### src/rtl/dut.sv
// -----------------------------------------------------------------------------
// dut: self-checking built-in-test block.
//
// After reset a 16-bit Galois LFSR produces NUM_BYTES pseudo-random bytes.
// Each byte is folded into a CRC-8 twice: once by a byte-wide parallel engine
// (one edge per byte, in LOAD) and once by a bit-serial engine (eight edges per
// byte, in SHIFT). After the last byte the two CRCs are compared and the
// result is latched on passed/failed until the next reset.
//
// Ports:
//   clk     in   rising-edge clock for all state
//   reset   in   asynchronous, active-high; clears all state
//   passed  out  registered; high once both CRCs matched, held until reset
//   failed  out  registered; high once the CRCs mismatched, held until reset
// -----------------------------------------------------------------------------
module dut #(
  parameter int unsigned NUM_BYTES    = 8,        // 1..10
  parameter logic [15:0] SEED         = 16'hACE1, // non-zero
  parameter logic [7:0]  CRC_POLY     = 8'h07,    // x^8 term implicit
  parameter bit          INJECT_FAULT = 1'b0      // flips serial CRC bit 0 at compare
) (
  input  logic clk,
  input  logic reset,
  output logic passed,
  output logic failed
);

  localparam logic [3:0]  LAST_IDX  = 4'(NUM_BYTES - 1);
  localparam logic [15:0] LFSR_TAPS = 16'hB400;

  typedef enum logic [1:0] {
    LOAD,
    SHIFT,
    COMPARE,
    DONE
  } state_t;

  state_t      state_q,  state_d;
  logic [15:0] lfsr_q,   lfsr_d;
  logic [7:0]  crc_p_q,  crc_p_d;
  logic [7:0]  crc_s_q,  crc_s_d;
  logic [7:0]  shreg_q,  shreg_d;
  logic [2:0]  bitcnt_q, bitcnt_d;
  logic [3:0]  idx_q,    idx_d;
  logic        passed_q, passed_d;
  logic        failed_q, failed_d;

  logic        fb;
  logic        match;

  // Byte-wide CRC update: eight MSB-first serial steps unrolled into one
  // combinational stage. Data is shifted so only its top bit is ever read.
  function automatic logic [7:0] crc8_byte(input logic [7:0] crc,
                                           input logic [7:0] data);
    logic [7:0] c;
    logic [7:0] d;
    c = crc;
    d = data;
    for (int unsigned i = 0; i < 8; i++) begin
      c = {c[6:0], 1'b0} ^ ((c[7] ^ d[7]) ? CRC_POLY : 8'h00);
      d = {d[6:0], 1'b0};
    end
    return c;
  endfunction

  always_ff @(posedge clk or posedge reset) begin
    if (reset) begin
      state_q  <= LOAD;
      lfsr_q   <= SEED;
      crc_p_q  <= '0;
      crc_s_q  <= '0;
      shreg_q  <= '0;
      bitcnt_q <= '0;
      idx_q    <= '0;
      passed_q <= 1'b0;
      failed_q <= 1'b0;
    end else begin
      state_q  <= state_d;
      lfsr_q   <= lfsr_d;
      crc_p_q  <= crc_p_d;
      crc_s_q  <= crc_s_d;
      shreg_q  <= shreg_d;
      bitcnt_q <= bitcnt_d;
      idx_q    <= idx_d;
      passed_q <= passed_d;
      failed_q <= failed_d;
    end
  end

  always_comb begin
    state_d  = state_q;
    lfsr_d   = lfsr_q;
    crc_p_d  = crc_p_q;
    crc_s_d  = crc_s_q;
    shreg_d  = shreg_q;
    bitcnt_d = bitcnt_q;
    idx_d    = idx_q;
    passed_d = passed_q;
    failed_d = failed_q;

    fb    = crc_s_q[7] ^ shreg_q[7];
    match = (crc_p_q == (crc_s_q ^ {7'b0, INJECT_FAULT}));

    unique case (state_q)
      LOAD: begin
        crc_p_d  = crc8_byte(crc_p_q, lfsr_q[7:0]);
        shreg_d  = lfsr_q[7:0];
        bitcnt_d = '0;
        lfsr_d   = {1'b0, lfsr_q[15:1]} ^ (lfsr_q[0] ? LFSR_TAPS : 16'h0000);
        state_d  = SHIFT;
      end

      SHIFT: begin
        crc_s_d  = {crc_s_q[6:0], 1'b0} ^ (fb ? CRC_POLY : 8'h00);
        shreg_d  = {shreg_q[6:0], 1'b0};
        bitcnt_d = bitcnt_q + 3'd1;
        if (bitcnt_q == 3'd7) begin
          if (idx_q == LAST_IDX) begin
            state_d = COMPARE;
          end else begin
            idx_d   = idx_q + 4'd1;
            state_d = LOAD;
          end
        end
      end

      COMPARE: begin
        passed_d = match;
        failed_d = !match;
        state_d  = DONE;
      end

      DONE: begin
        state_d = DONE;
      end

      default: begin
        state_d = LOAD;
      end
    endcase
  end

  assign passed = passed_q;
  assign failed = failed_q;

endmodule

### config.mk
export PLATFORM = sky130hd
export DESIGN_NAME = dut
export DESIGN_NICKNAME = d
export VERILOG_FILES = /design/src/rtl/dut.sv
export SDC_FILE = /design/constraint.sdc
export NUM_CORES = 1
export LEC_CHECK = 0
export CORE_ASPECT_RATIO = 0.7
export CORE_MARGIN = 1
export CORE_UTILIZATION = 55
export CTS_CLUSTER_DIAMETER = 80
export DETAILED_ROUTE_END_ITERATION = 7
export GPL_TIMING_DRIVEN = 0
export PLACE_DENSITY_LB_ADDON = 0.3
export SETUP_SLACK_MARGIN = 0.2
export SYNTH_ARGS = -nofsm -noshare
export SYNTH_HDL_FRONTEND = slang
export SYNTH_SLANG_ARGS = --single-unit
### constraint.sdc
create_clock -name clk -period 1.4 [get_ports clk]
set_input_delay 0.28 -clock clk [delete_from_list [all_inputs] [get_ports clk]]
set_output_delay 0.28 -clock clk [all_outputs]
set_load 0.02 [all_outputs]
==> run_results.csv <==
group,metric,value,unit
logic_synthesis,yosysWarnings,0,
min_path,min_path_type,"input pin to asynchronous set/reset pin",
status,status,"finished, violations left",
route,vias_per_cell,5.59,
cts,cts.reportedPaths.clkPinSlew,0.10,ns
cells_and_area,diodes,0,
timing,relSlewSlack,0.295,
route,top_layer_used,"met4",
cts,cts_tree,"done",
timing,setup_violations,6,
cts,hold_buffers,0,
critical_path,critPathMaxFanout,2,
critical_path,cp_top_family,"XOR/XNOR gates",
critical_path,crit_path_end_kind,"flop",
cts,cts.path.max_buffers,2,
critical_path,crit_buf_inv,0,
pwr,p_sw_frac,0.214,
cts,insertion_delay,0.31,ns
global_route,grt_pass1_vias,1705,
cells_and_area,fin_cells,299,
pwr,clkPwrFrac,0.386,
die,start_util,0.599,
cts,cts.sinks,51,
cts,htree_levels,2,
timing,rsz0062_at_grt,"yes",
timing,slew_violations,0,
logic_synthesis,yosysSeqAreaShare,0.522,
cells_and_area,synthToLayoutAreaGrowth,36.6,%
logic_synthesis,avgSynthCellArea,12.1,sq um
pwr,power_frac_seq,0.602,
route,drt_iter0_markers,169,
timing,fmaxAchievable,615,MHz
logic_synthesis,synth_cell_types,31,
cells_and_area,drive_gt1_frac,0.518,
pwr,ir_drop,0.565,mV
timing,worst_pin_slew,1.06,ns
placed_design,dp_cells,259,
placed_design,place.gp.congestion,0.757,
critical_path,slowest_stage,"dfstp_2",
cts,cts-root-buf,"clkbuf_8",
die,core,4110,sq um
cells_and_area,final_cell_mix,"dfrtp_1 (34), nand2_1 (22), xnor2_1 (20), buf_4 (20), mux2_4 (15)",
global_route,grt_pass1_wl,8.67,mm
die,die_area,4750,sq um
critical_path,cp.arrival,1.85,ns
critical_path,crit_path_start_kind,"flop",
cells_and_area,final_common_cell,"dfrtp_1",
logic_synthesis,synthCells,204,
route,routed_wirelength,5.64,mm
pwr,power_frac_comb,0.012,
pwr,power_density,728,nW/um^2
critical_path,cp_slowest_stage_delay,0.62,ns
die,rows,19,
pwr,p_int,1.93,mW
route,first_pass_iters,4,
placed_design,dp_hpwl,3.15,mm
timing,min_period,1.63,ns
die,die_h,58.0,um
die,ios,4,
pwr,p_switching,523,uW
logic_synthesis,synth_fp_nets,209,
route,wl_met1,2.50,mm
global_route,track_usage,0.257,
global_route,grt_max_degree,52,
critical_path,required,1.62,ns
timing,setup_ws,-0.226,ns
global_route,antenna_found_initial,0,
critical_path,path_cells,"xnor2_4, xnor3_1, nor3_2, xor2_1",
route,antenna_left,0,
timing,hold_viol_final,0,
pwr,power,2.45,mW
pwr,leakage,1.61,nW
cts,numCtsBuffers,5,
status,violations,"setup timing",
die,die_x,82.0,um
logic_synthesis,ys_ff_latch,51,
placed_design,numPortBuffers,3,
route,wl_met3,236,um
cells_and_area,nNetsFinal,251,
global_route,grt_overflow,0,
route,wl_per_cell,18.9,um
route,num_vias,1670,
logic_synthesis,syn-cell-area,2460,sq um
timing,fin_crit_sh,1.16,
critical_path,critPathKind,"flop to flop",
route,route.detailed.drc,0,
route,wl_met2,2.80,mm
run,max_cap_viol_count,0,
timing,clock_skew,0.0108,ns
cells_and_area,postLayoutCoreUtil,0.818,
[power by group through the flow]
| stage | Sequential [mW] | Combinational (mW) | Clock (mW) |
|---|---|---|---|
| floorplan | 1.50 | 0.0219 | 0 |
| global route | 1.47 | 0.0361 | 1.02 |
| global placement | 1.50 | 0.0317 | 0 |
| CTS | 1.47 | 0.0322 | 0.953 |
| finish | 1.47 | 0.0300 | 0.946 |
| detailed placement | 1.50 | 0.0334 | 0 |
[routing by layer]
layer	GRT usage	vias to the layer above
met3	0.0598	9
li1	-	764
met2	0.385	39
met1	0.366	858
met4	0.100	0
met5	0	-
[sequential cells by signal, summed over array words and instances, names as in the netlist]
| signal | count |
|---|---|
| bitcnt_q | 3 |
| state_q | 2 |
| crc_s_q | 8 |
| passed | 1 |
| failed | 1 |
| shreg_q | 8 |
| lfsr_q | 16 |
| idx_q | 4 |
| crc_p_q | 8 |
[area by class of cell]
class / instances / area, sq um
Fill cell: 211 / 749
Inverter: 2 / 11.3
Timing Repair Buffer: 35 / 340
Buffer: 9 / 119
Clock buffer: 7 / 96.3
Multi-Input combinational cell: 142 / 1430
Clock inverter: 1 / 7.51
Tap cell: 52 / 65.1
Sequential cell: 51 / 1300
[per-stage QoR]
stage                     area, sq um  setup slack, ns  hold slack [ns]  setup TNS [ns]
after floorplan                  2590           -0.112            0.326          -0.139
after global placement           2690           -0.240            0.461           -3.74
after detailed placement         2690           -0.260            0.475           -6.45
after CTS                        3170           -0.147            0.393          -0.536
after global routing             3360           -0.278            0.457           -1.06
final                            3360           -0.226            0.372          -0.680
[kinds of logic after synthesis]
kind of cell | after synthesis | synth area share
muxes | 22 | 0.0971
and+or+nand+nor | 52 | 0.0930
DFF | 51 | 0.522
AOI/OAI and AO/OA | 23 | 0.0564
xor gates and xnor gates | 42 | 0.197
adders and majority gates | 3 | 0.0152
buffers and inverters | 11 | 0.0188
[cells in the mapped netlist]
| cell | number | area share |
|---|---|---|
| xor3_4 | 2 | 0.022 |
| nor4_1 | 1 | 0.0025 |
| nand3_1 | 2 | 0.0041 |
| nand2b_1 | 1 | 0.0025 |
| xnor2_1 | 25 | 0.089 |
| nand3b_1 | 1 | 0.0030 |
| nor2_1 | 7 | 0.011 |
| buf_2 | 4 | 0.0081 |
| nor3_1 | 1 | 0.0020 |
| xnor3_1 | 2 | 0.018 |
| xor2_1 | 8 | 0.028 |
| mux2i_1 | 7 | 0.028 |
| nor3_2 | 1 | 0.0041 |
| o21ai_0 | 10 | 0.020 |
| dfstp_2 | 8 | 0.085 |
| xor3_1 | 2 | 0.019 |
| ha_1 | 3 | 0.015 |
| nand2_1 | 32 | 0.049 |
| mux2_2 | 15 | 0.069 |
| a21oi_1 | 5 | 0.010 |
| inv_1 | 2 | 0.0030 |
| xnor2_2 | 3 | 0.020 |
| clkbuf_1 | 5 | 0.0076 |
| a31oi_1 | 3 | 0.0076 |
| nand4_1 | 1 | 0.0025 |
| a41o_1 | 1 | 0.0041 |
| a22o_1 | 3 | 0.011 |
| a31o_2 | 1 | 0.0036 |
| nor2b_1 | 4 | 0.010 |
| nor2_2 | 1 | 0.0025 |
| dfrtp_1 | 43 | 0.44 |
[path summary, 6_finish.rpt]
| path | start | slack [ns] | endpoint | cells after the start |
|---|---|---|---|---|
| worst min-delay path | reset | 0.37 | passed$_DFFE_PP0N_ | 2 |
| worst max-delay path | lfsr_q[6]$_DFFE_PP1N_ | -0.23 | crc_p_q[2]$_DFFE_PP0N_ | 4 |
| min in group clk | shreg_q[3]$_DFFE_PP0P_ | 0.50 | shreg_q[3]$_DFFE_PP0P_ | 2 |
| worst min register to register | shreg_q[3]$_DFFE_PP0P_ | 0.50 | shreg_q[3]$_DFFE_PP0P_ | 2 |
| max in group asynchronous | reset | 0.40 | crc_p_q[6]$_DFFE_PP0N_ | 2 |
| worst max register to register | lfsr_q[6]$_DFFE_PP1N_ | -0.23 | crc_p_q[2]$_DFFE_PP0N_ | 4 |
[what timing repair did]
item	4_1_cts	5_1_grt
buffers inserted	21	8
setup endpoints to repair	38	48
cloned	3	0
hold endpoints to repair	0	0
resized for setup	60	37
pin swaps	17	12
Power figures use the tool's default switching activity.
